## src/rtl/uart_fifo_if.sv

```systemverilog
// CPU-side bus of uart_fifo: TX strobe/data, RX FIFO pop and head, sticky error flags, plus the serial pins.
// The CPU I/O decode is the master; the UART is the slave.
interface uart_fifo_if #(
  parameter int DATA_BITS = 8
);
  logic                 rx;
  logic                 tx;
  logic                 wr;
  logic [DATA_BITS-1:0] tx_data;
  logic                 busy;
  logic                 rd;
  logic [DATA_BITS-1:0] rx_data;
  logic                 valid;
  logic                 frame_err;
  logic                 overrun;
  logic                 clr_err;
  logic                 par_odd;
  logic                 par_err;

  modport master (
    output rx, wr, tx_data, rd, clr_err, par_odd,
    input  tx, busy, rx_data, valid, frame_err, overrun, par_err
  );

  modport slave (
    input  rx, wr, tx_data, rd, clr_err, par_odd,
    output tx, busy, rx_data, valid, frame_err, overrun, par_err
  );
endinterface

```

## src/rtl/uart_fifo.sv

```systemverilog
// Parametrised full-duplex UART with an RX FIFO and sticky errors; parity bit added when UART_PARITY_EN is defined.
// Latency: tx/busy change one clk after an accepted wr; valid rises one clk after the stop-bit sample of a good frame.
// Backpressure: wr is ignored while busy except in the last stop clk; a push into a full FIFO (without a pop) is dropped and flags overrun.
module uart_fifo #(
  parameter int CLKFREQ   = 48000000,
  parameter int BAUD      = 115200,
  parameter int DATA_BITS = 8,
  parameter int STOP_BITS = 1,
  parameter int RX_DEPTH  = 4
) (
  input logic        clk,
  input logic        reset,
  uart_fifo_if.slave bus
);
  localparam int DIV = CLKFREQ / BAUD;
  localparam int CW  = $clog2(STOP_BITS * DIV) + 1;
  localparam int IW  = $clog2(DATA_BITS);
  localparam int AW  = $clog2(RX_DEPTH);

  localparam logic [CW-1:0] BIT_END  = CW'(DIV - 1);
  localparam logic [CW-1:0] STOP_END = CW'(STOP_BITS * DIV - 1);
  localparam logic [CW-1:0] HALF     = CW'(DIV / 2 - 1);
  localparam logic [IW-1:0] LAST_BIT = IW'(DATA_BITS - 1);

  typedef enum logic [2:0] {S_IDLE, S_START, S_DATA, S_PAR, S_STOP} state_t;

`ifdef UART_PARITY_EN
  localparam state_t AFTER_DATA = S_PAR;
`else
  localparam state_t AFTER_DATA = S_STOP;
`endif

  state_t               tx_state;
  logic [CW-1:0]        tx_cnt;
  logic [IW-1:0]        tx_idx;
  logic [DATA_BITS-1:0] tx_shreg;
  logic                 tx_q;
  logic                 busy_q;
  logic                 tx_accept;
`ifdef UART_PARITY_EN
  logic                 tx_par;
`endif

  // Accepting in the final stop clock gives back-to-back frames with no idle gap.
  assign tx_accept = bus.wr &&
                     (tx_state == S_IDLE || (tx_state == S_STOP && tx_cnt == STOP_END));

  always_ff @(posedge clk) begin
    if (reset) begin
      tx_state <= S_IDLE;
      tx_cnt   <= '0;
      tx_idx   <= '0;
      tx_shreg <= '0;
      tx_q     <= 1'b1;
      busy_q   <= 1'b0;
`ifdef UART_PARITY_EN
      tx_par   <= 1'b0;
`endif
    end else if (tx_accept) begin
      tx_state <= S_START;
      tx_cnt   <= '0;
      tx_idx   <= '0;
      tx_shreg <= bus.tx_data;
      tx_q     <= 1'b0;
      busy_q   <= 1'b1;
`ifdef UART_PARITY_EN
      tx_par   <= (^bus.tx_data) ^ bus.par_odd;
`endif
    end else begin
      case (tx_state)
        S_IDLE: tx_cnt <= '0;
        S_START: begin
          if (tx_cnt == BIT_END) begin
            tx_cnt   <= '0;
            tx_state <= S_DATA;
            tx_q     <= tx_shreg[0];
            tx_shreg <= tx_shreg >> 1;
          end else begin
            tx_cnt <= tx_cnt + 1'b1;
          end
        end
        S_DATA: begin
          if (tx_cnt == BIT_END) begin
            tx_cnt <= '0;
            if (tx_idx == LAST_BIT) begin
              tx_state <= AFTER_DATA;
`ifdef UART_PARITY_EN
              tx_q     <= tx_par;
`else
              tx_q     <= 1'b1;
`endif
            end else begin
              tx_idx   <= tx_idx + 1'b1;
              tx_q     <= tx_shreg[0];
              tx_shreg <= tx_shreg >> 1;
            end
          end else begin
            tx_cnt <= tx_cnt + 1'b1;
          end
        end
        S_PAR: begin
          if (tx_cnt == BIT_END) begin
            tx_cnt   <= '0;
            tx_state <= S_STOP;
            tx_q     <= 1'b1;
          end else begin
            tx_cnt <= tx_cnt + 1'b1;
          end
        end
        S_STOP: begin
          if (tx_cnt == STOP_END) begin
            tx_cnt   <= '0;
            tx_state <= S_IDLE;
            busy_q   <= 1'b0;
          end else begin
            tx_cnt <= tx_cnt + 1'b1;
          end
        end
        default: tx_state <= S_IDLE;
      endcase
    end
  end

  assign bus.tx   = tx_q;
  assign bus.busy = busy_q;

  state_t               rx_state;
  logic                 rx_s1;
  logic                 rx_s2;
  logic                 rx_d;
  logic [CW-1:0]        rx_cnt;
  logic [IW-1:0]        rx_idx;
  logic [DATA_BITS-1:0] rx_shreg;
  logic                 rx_tick;
  logic                 push;
  logic                 frame_evt;

  assign rx_tick   = (rx_cnt == '0);
  assign push      = (rx_state == S_STOP) && rx_tick && rx_s2;
  assign frame_evt = (rx_state == S_STOP) && rx_tick && !rx_s2;

  always_ff @(posedge clk) begin
    if (reset) begin
      rx_s1    <= 1'b1;
      rx_s2    <= 1'b1;
      rx_d     <= 1'b1;
      rx_state <= S_IDLE;
      rx_cnt   <= '0;
      rx_idx   <= '0;
      rx_shreg <= '0;
    end else begin
      rx_s1 <= bus.rx;
      rx_s2 <= rx_s1;
      rx_d  <= rx_s2;
      if (rx_state != S_IDLE)
        rx_cnt <= rx_tick ? BIT_END : rx_cnt - 1'b1;
      case (rx_state)
        S_IDLE: begin
          // First sample lands mid start bit.
          if (rx_d && !rx_s2) begin
            rx_state <= S_START;
            rx_cnt   <= HALF;
          end
        end
        S_START: begin
          if (rx_tick) begin
            rx_state <= rx_s2 ? S_IDLE : S_DATA;
            rx_idx   <= '0;
          end
        end
        S_DATA: begin
          if (rx_tick) begin
            rx_shreg <= {rx_s2, rx_shreg[DATA_BITS-1:1]};
            rx_idx   <= rx_idx + 1'b1;
            if (rx_idx == LAST_BIT)
              rx_state <= AFTER_DATA;
          end
        end
        S_PAR:   if (rx_tick) rx_state <= S_STOP;
        // Only the first stop bit is sampled so a following start edge is caught early.
        S_STOP:  if (rx_tick) rx_state <= S_IDLE;
        default: rx_state <= S_IDLE;
      endcase
    end
  end

  logic [DATA_BITS-1:0] mem [RX_DEPTH];
  logic [AW:0]          wp;
  logic [AW:0]          rp;
  logic                 empty;
  logic                 full;
  logic                 do_pop;
  logic                 do_push;
  logic                 frame_err_q;
  logic                 overrun_q;

  assign empty   = (wp == rp);
  assign full    = (wp[AW] != rp[AW]) && (wp[AW-1:0] == rp[AW-1:0]);
  assign do_pop  = bus.rd && !empty;
  assign do_push = push && (!full || do_pop);

  always_ff @(posedge clk) begin
    if (reset) begin
      wp          <= '0;
      rp          <= '0;
      frame_err_q <= 1'b0;
      overrun_q   <= 1'b0;
      for (int i = 0; i < RX_DEPTH; i++)
        mem[i] <= '0;
    end else begin
      if (do_push) begin
        mem[wp[AW-1:0]] <= rx_shreg;
        wp              <= wp + 1'b1;
      end
      if (do_pop)
        rp <= rp + 1'b1;
      // Set wins over a coincident clear.
      if (bus.clr_err) begin
        frame_err_q <= 1'b0;
        overrun_q   <= 1'b0;
      end
      if (frame_evt)
        frame_err_q <= 1'b1;
      if (push && full && !do_pop)
        overrun_q <= 1'b1;
    end
  end

  assign bus.rx_data   = mem[rp[AW-1:0]];
  assign bus.valid     = !empty;
  assign bus.frame_err = frame_err_q;
  assign bus.overrun   = overrun_q;

`ifdef UART_PARITY_EN
  logic par_err_q;
  logic par_evt;

  assign par_evt = (rx_state == S_PAR) && rx_tick && (rx_s2 != ((^rx_shreg) ^ bus.par_odd));

  always_ff @(posedge clk) begin
    if (reset) begin
      par_err_q <= 1'b0;
    end else begin
      if (bus.clr_err)
        par_err_q <= 1'b0;
      if (par_evt)
        par_err_q <= 1'b1;
    end
  end

  assign bus.par_err = par_err_q;
`else
  logic unused_par_odd;
  assign unused_par_odd = bus.par_odd;
  assign bus.par_err    = 1'b0;
`endif
endmodule

```

## src/flat_wrapper.sv

```systemverilog
// flat-port wrapper written by rule: the top's interface ports become plain ports
module uart_fifo_flat 
#(
  parameter int CLKFREQ   = 48000000,
  parameter int BAUD      = 115200,
  parameter int DATA_BITS = 8,
  parameter int STOP_BITS = 1,
  parameter int RX_DEPTH  = 4
)
  (clk, reset, bus_rx, bus_wr, bus_tx_data, bus_rd, bus_clr_err, bus_par_odd, bus_tx, bus_busy, bus_rx_data, bus_valid, bus_frame_err, bus_overrun, bus_par_err);
  uart_fifo_if #(.DATA_BITS(DATA_BITS)) bus_i ();
  input logic clk;
  input logic reset;
  input wire logic [$bits(bus_i.rx)-1:0] bus_rx;
  input wire logic [$bits(bus_i.wr)-1:0] bus_wr;
  input wire logic [$bits(bus_i.tx_data)-1:0] bus_tx_data;
  input wire logic [$bits(bus_i.rd)-1:0] bus_rd;
  input wire logic [$bits(bus_i.clr_err)-1:0] bus_clr_err;
  input wire logic [$bits(bus_i.par_odd)-1:0] bus_par_odd;
  output wire logic [$bits(bus_i.tx)-1:0] bus_tx;
  output wire logic [$bits(bus_i.busy)-1:0] bus_busy;
  output wire logic [$bits(bus_i.rx_data)-1:0] bus_rx_data;
  output wire logic [$bits(bus_i.valid)-1:0] bus_valid;
  output wire logic [$bits(bus_i.frame_err)-1:0] bus_frame_err;
  output wire logic [$bits(bus_i.overrun)-1:0] bus_overrun;
  output wire logic [$bits(bus_i.par_err)-1:0] bus_par_err;
  assign bus_i.rx = bus_rx;
  assign bus_i.wr = bus_wr;
  assign bus_i.tx_data = bus_tx_data;
  assign bus_i.rd = bus_rd;
  assign bus_i.clr_err = bus_clr_err;
  assign bus_i.par_odd = bus_par_odd;
  assign bus_tx = bus_i.tx;
  assign bus_busy = bus_i.busy;
  assign bus_rx_data = bus_i.rx_data;
  assign bus_valid = bus_i.valid;
  assign bus_frame_err = bus_i.frame_err;
  assign bus_overrun = bus_i.overrun;
  assign bus_par_err = bus_i.par_err;
  uart_fifo #(.CLKFREQ(CLKFREQ), .BAUD(BAUD), .DATA_BITS(DATA_BITS), .STOP_BITS(STOP_BITS), .RX_DEPTH(RX_DEPTH)) u_core (.clk(clk), .reset(reset), .bus(bus_i));
endmodule
```

## config.mk

```make
export PLATFORM = sky130hd
export DESIGN_NAME = uart_fifo_flat
export DESIGN_NICKNAME = d
export VERILOG_FILES = /design/src/rtl/uart_fifo_if.sv /design/src/rtl/uart_fifo.sv /design/src/flat_wrapper.sv
export SDC_FILE = /design/constraint.sdc
export NUM_CORES = 1
export LEC_CHECK = 0
export BUFFER_PORTS_ARGS = -buffer_cell sky130_fd_sc_hd__buf_2
export CAP_MARGIN = 20
export CORE_MARGIN = 3
export CORE_UTILIZATION = 60
export CTS_CLUSTER_DIAMETER = 200
export DETAILED_ROUTE_END_ITERATION = 10
export GPL_TIMING_DRIVEN = 0
export PLACE_DENSITY = 0.79
export SLEW_MARGIN = 10
export SYNTH_ARGS = -nofsm -noshare
export SYNTH_HDL_FRONTEND = slang
export SYNTH_SLANG_ARGS = --single-unit
export TNS_END_PERCENT = 20
```

## constraint.sdc

```tcl
create_clock -name clk -period 4 [get_ports clk]
set_clock_uncertainty 0.2 [all_clocks]
set_input_delay 0.8 -clock clk [delete_from_list [all_inputs] [get_ports clk]]
set_output_delay 0.8 -clock clk [all_outputs]
set_load 0.01 [all_outputs]
```

; After elaboration in Yosys (flattened, before gate mapping)
; Memory sizes are Yosys's and may differ from the RTL's. A register that Yosys moved wholly into a read port is not among the register bits.
; Cells that the tools add are included.
[word_totals]
reg_bits = 61
ram_bits = 32
inputBits = 15
output_inout_bits = 14
word_cells = 150
n_memories = 1
[op_classes]
add_sub_neg = 6
eq_ne = 32
n_mux = 50
bitwise_logic = 2
reduce_logical = 41
[memory_table]
columns = name, depth, word_bits, read_ports, rd_clocked_by_memory_dff, write_ports, line_no
row1 = u_core.mem, 4, 8, 1, 1, 4, uart_fifo.sv:187  ; logic [DATA_BITS-1:0] mem [RX_DEPTH];
[op_table]
columns = operator, n
row1 = $mux 10, 5
row2 = $mux 8, 5
row3 = $mux 3, 12
row4 = $pmux 3 s5, 2
row5 = $ne 2x1->1 const B, 11
row6 = $pmux 10 s2, 1
row7 = $mux 1, 18
row8 = $reduce_and 6->1, 3
row9 = $pmux 8 s2, 1
row10 = $add 3x1->3 const B, 4
row11 = $eq 3x2->1 const B, 4
row12 = $eq 3x3->1 const B, 4
row13 = $ne 3x1->1 const B, 4
row14 = $reduce_bool 2->1, 6
row15 = $logic_and 1x1->1, 11
row16 = $add 10x1->10 const B, 1
row17 = $eq 10x9->1 const B, 1
row18 = $logic_not 10->1, 1
row19 = $sub 10x1->10 const B, 1
row20 = $mux 2, 4
row21 = $reduce_and 4->1, 2
row22 = $reduce_or 8->1, 1
row23 = $eq 3x1->1 const B, 2
row24 = $logic_not 3->1, 2
row25 = other kinds (16), 25

; Longest topological paths before layout
; Gate-level depths: netlist (run 1).
[logic_depth]
depth_word = 10
ltp_mapped = 10
ltp_nobuf = 7

; Least setup slack after synthesis (run 1)
; Ideal clock, no wire load.
[synth_timing]
path_kind = reg2reg
from = register u_core.rx_cnt[0]
to = memory u_core.mem[3][0] (enable)
setup_ns = 0.375
t_arrival_ns = 2.283
required_ns = 3.425
path_slack_ns = 1.143
path_stages_with_launch = 10
path_buffers = 2
period_less_slack_ns = 2.857
cell_sequence = dfxtp_1 > inv_1 > ha_1 > or3b_1 > buf_2 > or3_1 > buf_6 > nor3_4 > nand2_1 > o21bai_1
[synth_rtl]
columns = element, line_no
row1 = from (decl), uart_fifo.sv:131  ; logic [CW-1:0] rx_cnt;
row2 = from (signal assigned), uart_fifo.sv:156  ; rx_cnt <= rx_tick ? BIT_END : rx_cnt - 1'b1;
row3 = to (decl), uart_fifo.sv:187

==> flow_summary.ini, run 1 <==
[route]
drt_iter0_drc = 210
vias = 3386
final_antenna_net_count = 0
viasPerCell = 5.88
drc = 0
drtPass1Iterations = 4
wl_per_cell_um = 15.8
drt-total-wl_um = 9130

[cts]
cts.sinks = 95
clock_path_buffers = 2
cts_buffers = 9
postCtsSetupBuffers = 0
clock-root-buffer = clkbuf_8
cts_hold_buf = 0
clkLatencyLatePin_ns = 0.35
cts_resized = 0
cts-htree-levels = 3
cts_tree = yes
path_clk_slew_ns = 0.09

[layout]
fin_nets = 498
fillers = 559
finalNonFillerCells = 576
final_layout_size_suffix_gt1_share_pct = 13.1
syn_to_final_growth_pct = 10.2
final_area_um2 = 4910
antennaDiodeCount = 0
utilization_pct = 70.3

[sta]
setup_ws_ns = 0.732
fmax_mhz = 306
slew_viol_final = 0
hold-worst-slack_ns = 0.222
fin_crit_sh_pct = 81.7
max_slew_margin_pct = 40.3
finalCriticalPeriod_ns = 3.27
finalHoldViolCount = 0
final.setup.tns_ns = 0
worst_slew_pin_slew_ns = 0.894
finalSetupViolCount = 0
rsz0062_at_grt = false

[worst_setup_path]
critPathLaunchType = register
crit_arrival_ns = 3.05
cpPeakStageDelay_ns = 0.72
timing.rr.end = u_core.mem[3][6]
worstReg2RegStart = u_core.rx_cnt[0]
r2r_slack_ns = 0.73
critical_path_class = register to register
crit_chain = inv_1 -> ha_1 -> or3b_1 -> buf_2 -> or3_1 -> buf_6 -> nor3_4 -> nand2_1 -> o21bai_1
worstSetupEndpointType = register
cpMaxStageDelayCell = o21bai_1
path_max_fanout = 10
required_ns = 3.78
ff2ff_path_depth = 9

[die]
die_h_um = 92.2
die_area_um2 = 8500
fp.dieW_um = 92.2
rows = 30
io_pins = 29
core_area_um2 = 6980
start_util_pct = 63.8

[grt]
met2_usage_pct = 37.2
busiest_layer = met2
gr-total-overflow = 0
grt_pass1_wl_um = 15800
grt_antenna_before_repair = 0
use_met1_pct = 32.5
grtUsageMet3_pct = 4.35
grt_pass1_vias = 3254
grt_start_max_net_pins = 16
grt_usage_pct = 23.5

[run]
max-cap-violations = 0

[min_path]
hold_path_end = u_core.rx_s2
holdPathStages = 1
hold_start = u_core.rx_s1
worstHoldPathType = register to register

[pwr]
power_mw = 2.11
p_per_area_nw_per_um2 = 430
vdd_ir_drop_max_uv = 317
power.leakage_nw = 1.85

[synthesis]
ys.flop_type = dfxtp_1
ys_top_cells_by_area = dfxtp_1 28%, edfxtp_1 22%, nor2_1 4.5%
synth_cell_type_count = 59
synth-seq-cells = 95
synth_area_um2 = 4460
synthCells = 438
ys_seq_area_share_pct = 49.9
synth_common_cells = 63 x dfxtp_1, 54 x nor2_1, 32 x edfxtp_1, 27 x nand2_1, 21 x a21oi_1
synthArstFlopShare_pct = 0
synth_area_per_cell_um2 = 10.2
synth.largest_area_cell = dfxtp_1
yosys_warnings = 0
syn_nets = 461
synth_edf_count = 32
netlist.area_leader.share_pct = 28.3
yosysMostFrequentCell = dfxtp_1

[placement]
dp.cells = 560
dpl.hpwl_um = 6300
gp_congestion = 0.834
pre_cts_ws_ns = 0.714
port_buffers = 26
placed_area_um2 = 4710

[status]
status = finished, final reports clean
==> critical path: cells and delay by family, from the launching register on <==
kind / cells / cell delay, ns
compound gates: 1 / 0.72
fa+ha+maj: 1 / 0.16
buf+inv: 3 / 0.39
flops: 1 / 0.34
simple gates: 4 / 1.06
==> layout by cell type, fill, tap and decap left out, types with 4 or more instances in the layout <==
| cell type | Yosys | layout |
|---|---|---|
| dfxtp_1 | 63 | 63 |
| nor3_1 | 11 | 11 |
| a21oi_1 | 21 | 21 |
| o21ai_0 | 10 | 10 |
| nor2_1 | 54 | 54 |
| or2_2 | 4 | 4 |
| a21o_1 | 4 | 4 |
| mux2i_1 | 16 | 16 |
| and2_1 | 19 | 19 |
| mux4_2 | 8 | 8 |
| clkbuf_1 | 20 | 23 |
| edfxtp_1 | 32 | 32 |
| inv_1 | 7 | 7 |
| buf_2 | 1 | 27 |
| nand2_1 | 27 | 27 |
| xnor2_1 | 7 | 7 |
| a311oi_1 | 8 | 8 |
| a211oi_1 | 8 | 8 |
| nand4_1 | 4 | 4 |
| a31oi_1 | 5 | 5 |
| nand3_1 | 13 | 13 |
| and3_1 | 19 | 19 |
| ha_1 | 8 | 8 |
| clkbuf_8 | 0 | 9 |
| or3_1 | 12 | 12 |
| nand2b_1 | 4 | 4 |
==> report_power, final <==
group	switching (mW)	internal, mW	total (mW)
clock	0.321	0.328	0.649
combinational	0.240	0.142	0.382
sequential	0.0341	1.05	1.08
==> layout make-up <==
cell class	instances	area, um2	share of cell area [%]
tap	96	120	2.45
buffer	28	134	2.73
sequential	95	2220	45.3
clock inverter	3	42.5	0.866
multi-input combinational	308	2070	42.3
clock buffer	13	160	3.26
inverter	7	26.3	0.535
timing repair buffer	26	130	2.65
==> cell families (layout without fill, tap and decap cells) <==
logic type	after synthesis	count (layout)	synth area share [%]
xor gates and xnor gates	10	10	1.97
and+or+nand+nor	189	189	23.1
DFF	95	95	49.9
muxes	24	24	7.64
AOI/OAI and AO/OA	76	76	11.5
buffers and inverters	35	77	3.59
adders and majority gates	8	8	2.25
other	1	1	0.0841
==> registers in the layout, summed over array words and instances, names as in the netlist, named ones only <==
register              cells
u_core.bus.frame_err      1
u_core.tx_state           3
u_core.tx_idx             3
u_core.rx_state           3
u_core.rx_cnt            10
u_core.rp                 3
u_core.rx_d               1
u_core.rx_s2              1
u_core.mem               32
u_core.rx_shreg           8
u_core.rx_idx             3
u_core.tx_shreg           8
u_core.bus.overrun        1
u_core.wp                 3
u_core.bus.busy           1
u_core.tx_cnt            10
u_core.bus.tx             1
u_core.rx_s1              1
==> per-layer routing <==
layer / vias to the layer above / routed length, um / share of wire (%)
met5: - / 0 / 0
met3: 15 / 489 / 5.4
met1: 1602 / 4120 / 45
met4: 0 / 144 / 1.6
met2: 92 / 4380 / 48
li1: 1677 / - / -
==> worst max path at each step <==
| stage | startpoint | to | slack [ns] |
|---|---|---|---|
| after global placement | u_core.rx_cnt[0] | u_core.mem[1][1] | 0.74 |
| after CTS | u_core.rx_cnt[0] | u_core.mem[1][4] | 0.67 |
| final | u_core.rx_cnt[0] | u_core.mem[3][6] | 0.73 |
| after detailed placement | u_core.rx_cnt[0] | u_core.mem[1][2] | 0.71 |
| after floorplan | u_core.rx_cnt[0] | u_core.mem[3][0] | 1.14 |
| after global routing | u_core.rx_cnt[0] | u_core.mem[1][4] | 0.43 |
Power figures use the tool's default switching activity.
==> run 2: changes to the inputs <==
--- a/config.mk
+++ b/config.mk
@@ -8,11 +8,11 @@
 export BUFFER_PORTS_ARGS = -buffer_cell sky130_fd_sc_hd__buf_2
 export CAP_MARGIN = 20
 export CORE_MARGIN = 3
-export CORE_UTILIZATION = 60
+export CORE_UTILIZATION = 54
 export CTS_CLUSTER_DIAMETER = 200
 export DETAILED_ROUTE_END_ITERATION = 10
 export GPL_TIMING_DRIVEN = 0
-export PLACE_DENSITY = 0.79
+export PLACE_DENSITY = 0.75
 export SLEW_MARGIN = 10
 export SYNTH_ARGS = -nofsm -noshare
 export SYNTH_HDL_FRONTEND = slang
==> constraint.sdc (replaced) <==
create_clock -name clk -period 2.6 [get_ports clk]
set_clock_uncertainty 0.2 [all_clocks]
set_input_delay 0.52 -clock clk [delete_from_list [all_inputs] [get_ports clk]]
set_output_delay 0.52 -clock clk [all_outputs]
set_load 0.01 [all_outputs]
==> run 2 against run 1 <==
Count of clock-buffer cells in the layout down 3. Sequential cell count is the same. Global-route usage shrank 2.5 points. Design area up 4.7%. Via count increased by 2.8%. Fmax rose by 30%. Sequential share of layout area fell by 2.0 points. Final cell count grew 3.6%. Sequential power up 55%. Highest routed layer unchanged. Hold slack got worse by 0.081 ns.
==> flow_summary.ini, run 2 (synthesis results as in run 1) <==
[sta]
worst_slew_pin_slew_ns = 0.622
rsz0062_at_grt = true
final.setup.tns_ns = 0
fmax_mhz = 396
slew_viol_final = 0
max_slew_margin_pct = 57.9
finalHoldViolCount = 0
finalCriticalPeriod_ns = 2.52
fin_crit_sh_pct = 97.0
finalSetupViolCount = 0

[grt]
grt_start_max_net_pins = 18
grt_pass1_vias = 3342
grt_antenna_before_repair = 0
grt_pass1_wl_um = 16000
grt_usage_pct = 20.9
gr-total-overflow = 0

[pwr]
vdd_ir_drop_max_uv = 372
power.leakage_nw = 1.95
p_per_area_nw_per_um2 = 647
power_mw = 3.32

[cts]
cts-htree-levels = 3
cts_hold_buf = 0
clock-root-buffer = clkbuf_8
path_clk_slew_ns = 0.10
clkLatencyLatePin_ns = 0.36
cts.sinks = 95
cts_buffers = 9
clock_path_buffers = 2
cts_tree = yes

[worst_setup_path]
critPathLaunchType = register
crit_arrival_ns = 2.57
ff2ff_path_depth = 10
timing.rr.end = u_core.rx_shreg[6]
required_ns = 2.65
cpPeakStageDelay_ns = 0.38
worstSetupEndpointType = register
critical_path_class = register to register
path_max_fanout = 8
cpMaxStageDelayCell = or3b_4
r2r_slack_ns = 0.08
worstReg2RegStart = u_core.rx_cnt[0]
crit_chain = inv_2 -> ha_4 -> or3b_4 -> or3_1 -> buf_6 -> buf_6 -> nor3b_4 -> buf_6 -> mux2i_2 -> nor2_1
crit_path_frequent_cell = buf_6

[layout]
final_layout_size_suffix_gt1_share_pct = 20.4
layout_commonest_cell = dfxtp_1
largest_reg_flops = 32
fillers = 633
mostFrequentLayoutCells = 61 x dfxtp_1, 53 x nor2_1, 32 x edfxtp_1, 26 x buf_2, 25 x nand2_1
fin_nets = 513
antennaDiodeCount = 0
reg_top3 = u_core.mem (32), u_core.rx_cnt (10), u_core.tx_cnt (10)
syn_to_final_growth_pct = 15.4
regMostFlops = u_core.mem
final_area_um2 = 5140

[route]
dr_wl_met2_um = 5020
wl_met3_um = 398
drtPass1Iterations = 4
wl_per_cell_um = 16.4
drc = 0
routed.top_layer = met4
final_antenna_net_count = 0
m1WireLength_um = 4190
drt-total-wl_um = 9790
drt_iter0_drc = 149
vias = 3482
viasPerCell = 5.83

[placement]
port_buffers = 26
placed_area_um2 = 4750
dpl.hpwl_um = 6510
gp_congestion = 0.853

[die]
die_h_um = 96.8
core_area_um2 = 7890
rows = 32
io_pins = 29
fp.dieW_um = 96.8
die_area_um2 = 9380
start_util_pct = 56.5

[run]
max-cap-violations = 0

[min_path]
holdPathStages = 2
hold_path_end = u_core.rx_s1
hold_start = bus_rx
worstHoldPathType = primary input to register

[status]
status = finished, final reports clean
[run 2: through the flow]
stage                     cells  hold slack, ns  utilization, %  setup slack (ns)
final                       597           0.141            65.2            0.0779
after global routing        597           0.139            65.2           -0.0109
after CTS                   593           0.134            64.4           0.00479
after detailed placement    566           0.195            60.3            -0.266
after global placement      566           0.194            60.3            -0.293
after floorplan             438           0.189               -          0.000907
[run 2: layer usage]
layer	vias up	GRT usage, %
met5	-	0
met4	0	8.64
met3	15	3.68
met2	95	35.5
met1	1669	26.4
li1	1703	-
[run 2: timing repair]
action / CTS / global route
endpoints found under the setup margin: 73 / 82
gates resized for setup: 8 / 11
endpoints found under the hold margin: 0 / 0
buffers inserted: 13 / 4
pin swaps: 7 / 3
[run 2: worst max-delay path by stage]
stage	startpoint	to	slack (ns)	depth (start not counted)
2_1_floorplan	u_core.rx_cnt[0]	u_core.mem[3][0]	0.0009	9
3_3_place_gp	u_core.rx_cnt[0]	u_core.mem[0][0]	-0.29	9
3_5_place_dp	u_core.rx_cnt[0]	u_core.mem[0][1]	-0.27	9
4_1_cts	register	bus_rx_data[2]	0.005	2
5_1_grt	u_core.rx_cnt[0]	u_core.rx_shreg[6]	-0.01	10
6_report	u_core.rx_cnt[0]	u_core.rx_shreg[6]	0.08	10
[run 2: critical path, delay by kind of cell (launching register included)]
kind / cells / cell delay (ns)
fa+ha+maj: 1 / 0.12
buf+inv: 4 / 0.52
mux: 1 / 0.23
simple gates: 4 / 0.99
flops: 1 / 0.35
[run 2: power by group]
part           switching [mW]  internal (mW)
logic                   0.401          0.300
registers              0.0568           1.61
clock network           0.542          0.415
total                    1.00           2.32
[run 2: final cells by class]
class | count | area [um2] | share of cell area [%]
Clock inverter | 6 | 47.5 | 0.925
Multi-Input combinational cell | 308 | 2160 | 42.0
Timing Repair Buffer | 43 | 282 | 5.48
Inverter | 7 | 26.3 | 0.511
Clock buffer | 10 | 149 | 2.90
Tap cell | 102 | 128 | 2.48
Buffer | 26 | 128 | 2.48
Sequential cell | 95 | 2220 | 43.3
==> run 3: changes to the inputs <==
--- a/config.mk
+++ b/config.mk
@@ -8,11 +8,11 @@
 export BUFFER_PORTS_ARGS = -buffer_cell sky130_fd_sc_hd__buf_2
 export CAP_MARGIN = 20
 export CORE_MARGIN = 3
-export CORE_UTILIZATION = 54
+export CORE_UTILIZATION = 60
 export CTS_CLUSTER_DIAMETER = 200
 export DETAILED_ROUTE_END_ITERATION = 10
 export GPL_TIMING_DRIVEN = 0
-export PLACE_DENSITY = 0.75
+export PLACE_DENSITY = 0.79
 export SLEW_MARGIN = 10
 export SYNTH_ARGS = -nofsm -noshare
 export SYNTH_HDL_FRONTEND = slang
==> constraint.sdc (replaced) <==
create_clock -name clk -period 2.5 [get_ports clk]
set_clock_uncertainty 0.2 [all_clocks]
set_input_delay 0.5 -clock clk [delete_from_list [all_inputs] [get_ports clk]]
set_output_delay 0.5 -clock clk [all_outputs]
set_load 0.01 [all_outputs]
==> run 3 against run 2 <==
Non-clock buffer count is 5 lower. Sequential cell count stayed put. Power is 3.0% higher. Count of clock-buffer cells in the layout is 1 higher. Final cell count is 1.8% lower. Critical path type unchanged. Sequential share of layout area is 0.27 points higher. Hold slack better by 0.0023 ns. Largest cell class unchanged.
==> flow_summary.ini, run 3 (synthesis results as in run 1) <==
[die]
start_util_pct = 63.8
die_area_um2 = 8500
die_h_um = 92.2
rows = 30
fp.dieW_um = 92.2
io_pins = 29
core_area_um2 = 6980

[sta]
fmax_mhz = 407
max_slew_margin_pct = 52.1
setup_ws_ns = 0.0400
worst_slew_pin_slew_ns = 0.708
finalCriticalPeriod_ns = 2.46
fin_crit_sh_pct = 98.4
hold-worst-slack_ns = 0.143
finalSetupViolCount = 0
finalHoldViolCount = 0
rsz0062_at_grt = true
slew_viol_final = 0

[pwr]
swShare_pct = 28.9
vdd_ir_drop_max_uv = 539
share_seq_of_total_power_pct = 50.5
power_mw = 3.42
power_frac_clock_pct = 28.9
p_per_area_nw_per_um2 = 670
p_sw_mw = 0.991
power.leakage_nw = 1.93
p_int_mw = 2.43
combPwrFrac_pct = 20.6

[route]
final_antenna_net_count = 0
drc = 0
vias = 3453
drtPass1Iterations = 4
drt-total-wl_um = 9550
wl_per_cell_um = 16.3
viasPerCell = 5.89
drt_iter0_drc = 194

[worst_setup_path]
worstSetupEndpointType = register
cpPeakStageDelay_ns = 0.44
path_max_fanout = 8
worstReg2RegStart = u_core.rx_cnt[0]
crit_arrival_ns = 2.34
crit_start = u_core.rx_cnt[0]
crit_chain = inv_2 -> ha_4 -> or3b_4 -> or3_4 -> nor3_4 -> nand2_2 -> o21bai_4 -> buf_12
critPathLaunchType = register
critical_path_class = register to register
cpMaxStageDelayCell = or3_4
required_ns = 2.38

[min_path]
worstHoldPathType = primary input to register
hold_start = bus_rx

[layout]
layout_commonest_cell = dfxtp_1
final_area_um2 = 5110
reg_top3 = u_core.mem (32), u_core.rx_cnt (10), u_core.tx_cnt (10)
largest_reg_flops = 32
mostFrequentLayoutCells = 60 x dfxtp_1, 52 x nor2_1, 32 x edfxtp_1, 26 x buf_2, 25 x nand2_1
antennaDiodeCount = 0
fin_nets = 508
finalNonFillerCells = 586
syn_to_final_growth_pct = 14.7
regMostFlops = u_core.mem
final_layout_size_suffix_gt1_share_pct = 19.8

[grt]
grt_start_max_net_pins = 16
gr-total-overflow = 0
grt_pass1_wl_um = 16000
grt_pass1_vias = 3389
grt_usage_pct = 23.7
grt_antenna_before_repair = 0

[placement]
dp.cells = 560
placed_area_um2 = 4760
port_buffers = 26
dpl.hpwl_um = 6500
pre_cts_ws_ns = -0.332
gp_congestion = 0.821

[cts]
path_clk_slew_ns = 0.09
cts.sinks = 95
cts_buffers = 9
clock_path_buffers = 2
cts-htree-levels = 3
clkLatencyLatePin_ns = 0.36
cts_tree = yes
clock-root-buffer = clkbuf_8

[status]
status = finished, final reports clean

[run]
max-cap-violations = 0
run 3: area by class of cell:
type                       instances  area [um2]
timing repair buffer              39         253
multi-input combinational        308        2180
buffer                            25         121
sequential                        95        2230
fill                             516        1870
inverter                           7        26.3
clock buffer                      11         131
clock inverter                     5        57.6
tap                               96         120
run 3: what timing repair did:
action | CTS | global route
hold endpoints to repair | 0 | 0
endpoints found under the setup margin | 100 | 72
gates resized for setup | 15 | 9
gates cloned | 0 | 0
pin swaps | 7 | 3
hold buffers | 0 | 0
setup buffers | 11 | 2
run 3: power by group through the flow:
stage / combinational, mW / sequential [mW] / clock, mW
floorplan: 0.491 / 1.75 / 0
global placement: 0.606 / 1.76 / 0
detailed placement: 0.623 / 1.76 / 0
CTS: 0.718 / 1.73 / 0.999
global route: 0.780 / 1.74 / 1.07
finish: 0.705 / 1.73 / 0.989
run 3: path summary, 6_finish.rpt:
kind	depth (start not counted)	to	slack, ns
worst max-delay path	8	u_core.mem[1][4]	0.04
worst min register to register	1	u_core.rx_s2	0.21
worst max register to register	8	u_core.mem[1][4]	0.04
worst min-delay path	2	u_core.rx_s1	0.14
run 3: worst max-delay path: cells and delay by family (launching register included):
| kind | cells | cell delay [ns] |
|---|---|---|
| flip-flops | 1 | 0.34 |
| buffers and inverters | 2 | 0.21 |
| AO/OA/AOI/OAI | 1 | 0.16 |
| adder cells (fa/ha/maj) | 1 | 0.13 |
| AND/OR/NAND/NOR | 4 | 1.13 |
run 3: metal layers:
layer	vias to the layer above	track usage [%]	part of all wire (%)
met5	-	0	0
met4	0	8.91	1.2
met3	13	3.45	4.2
met2	91	39.4	49
met1	1653	31.4	45
li1	1696	-	-
run 3: metrics by stage:
step                utilization, %  TNS (ns)
finish                        73.2         0
detailed placement            68.1    -15.17
CTS                           72.8     -1.07
global placement              68.1    -11.76
global route                  73.2    -0.305
floorplan                        -     -1.36
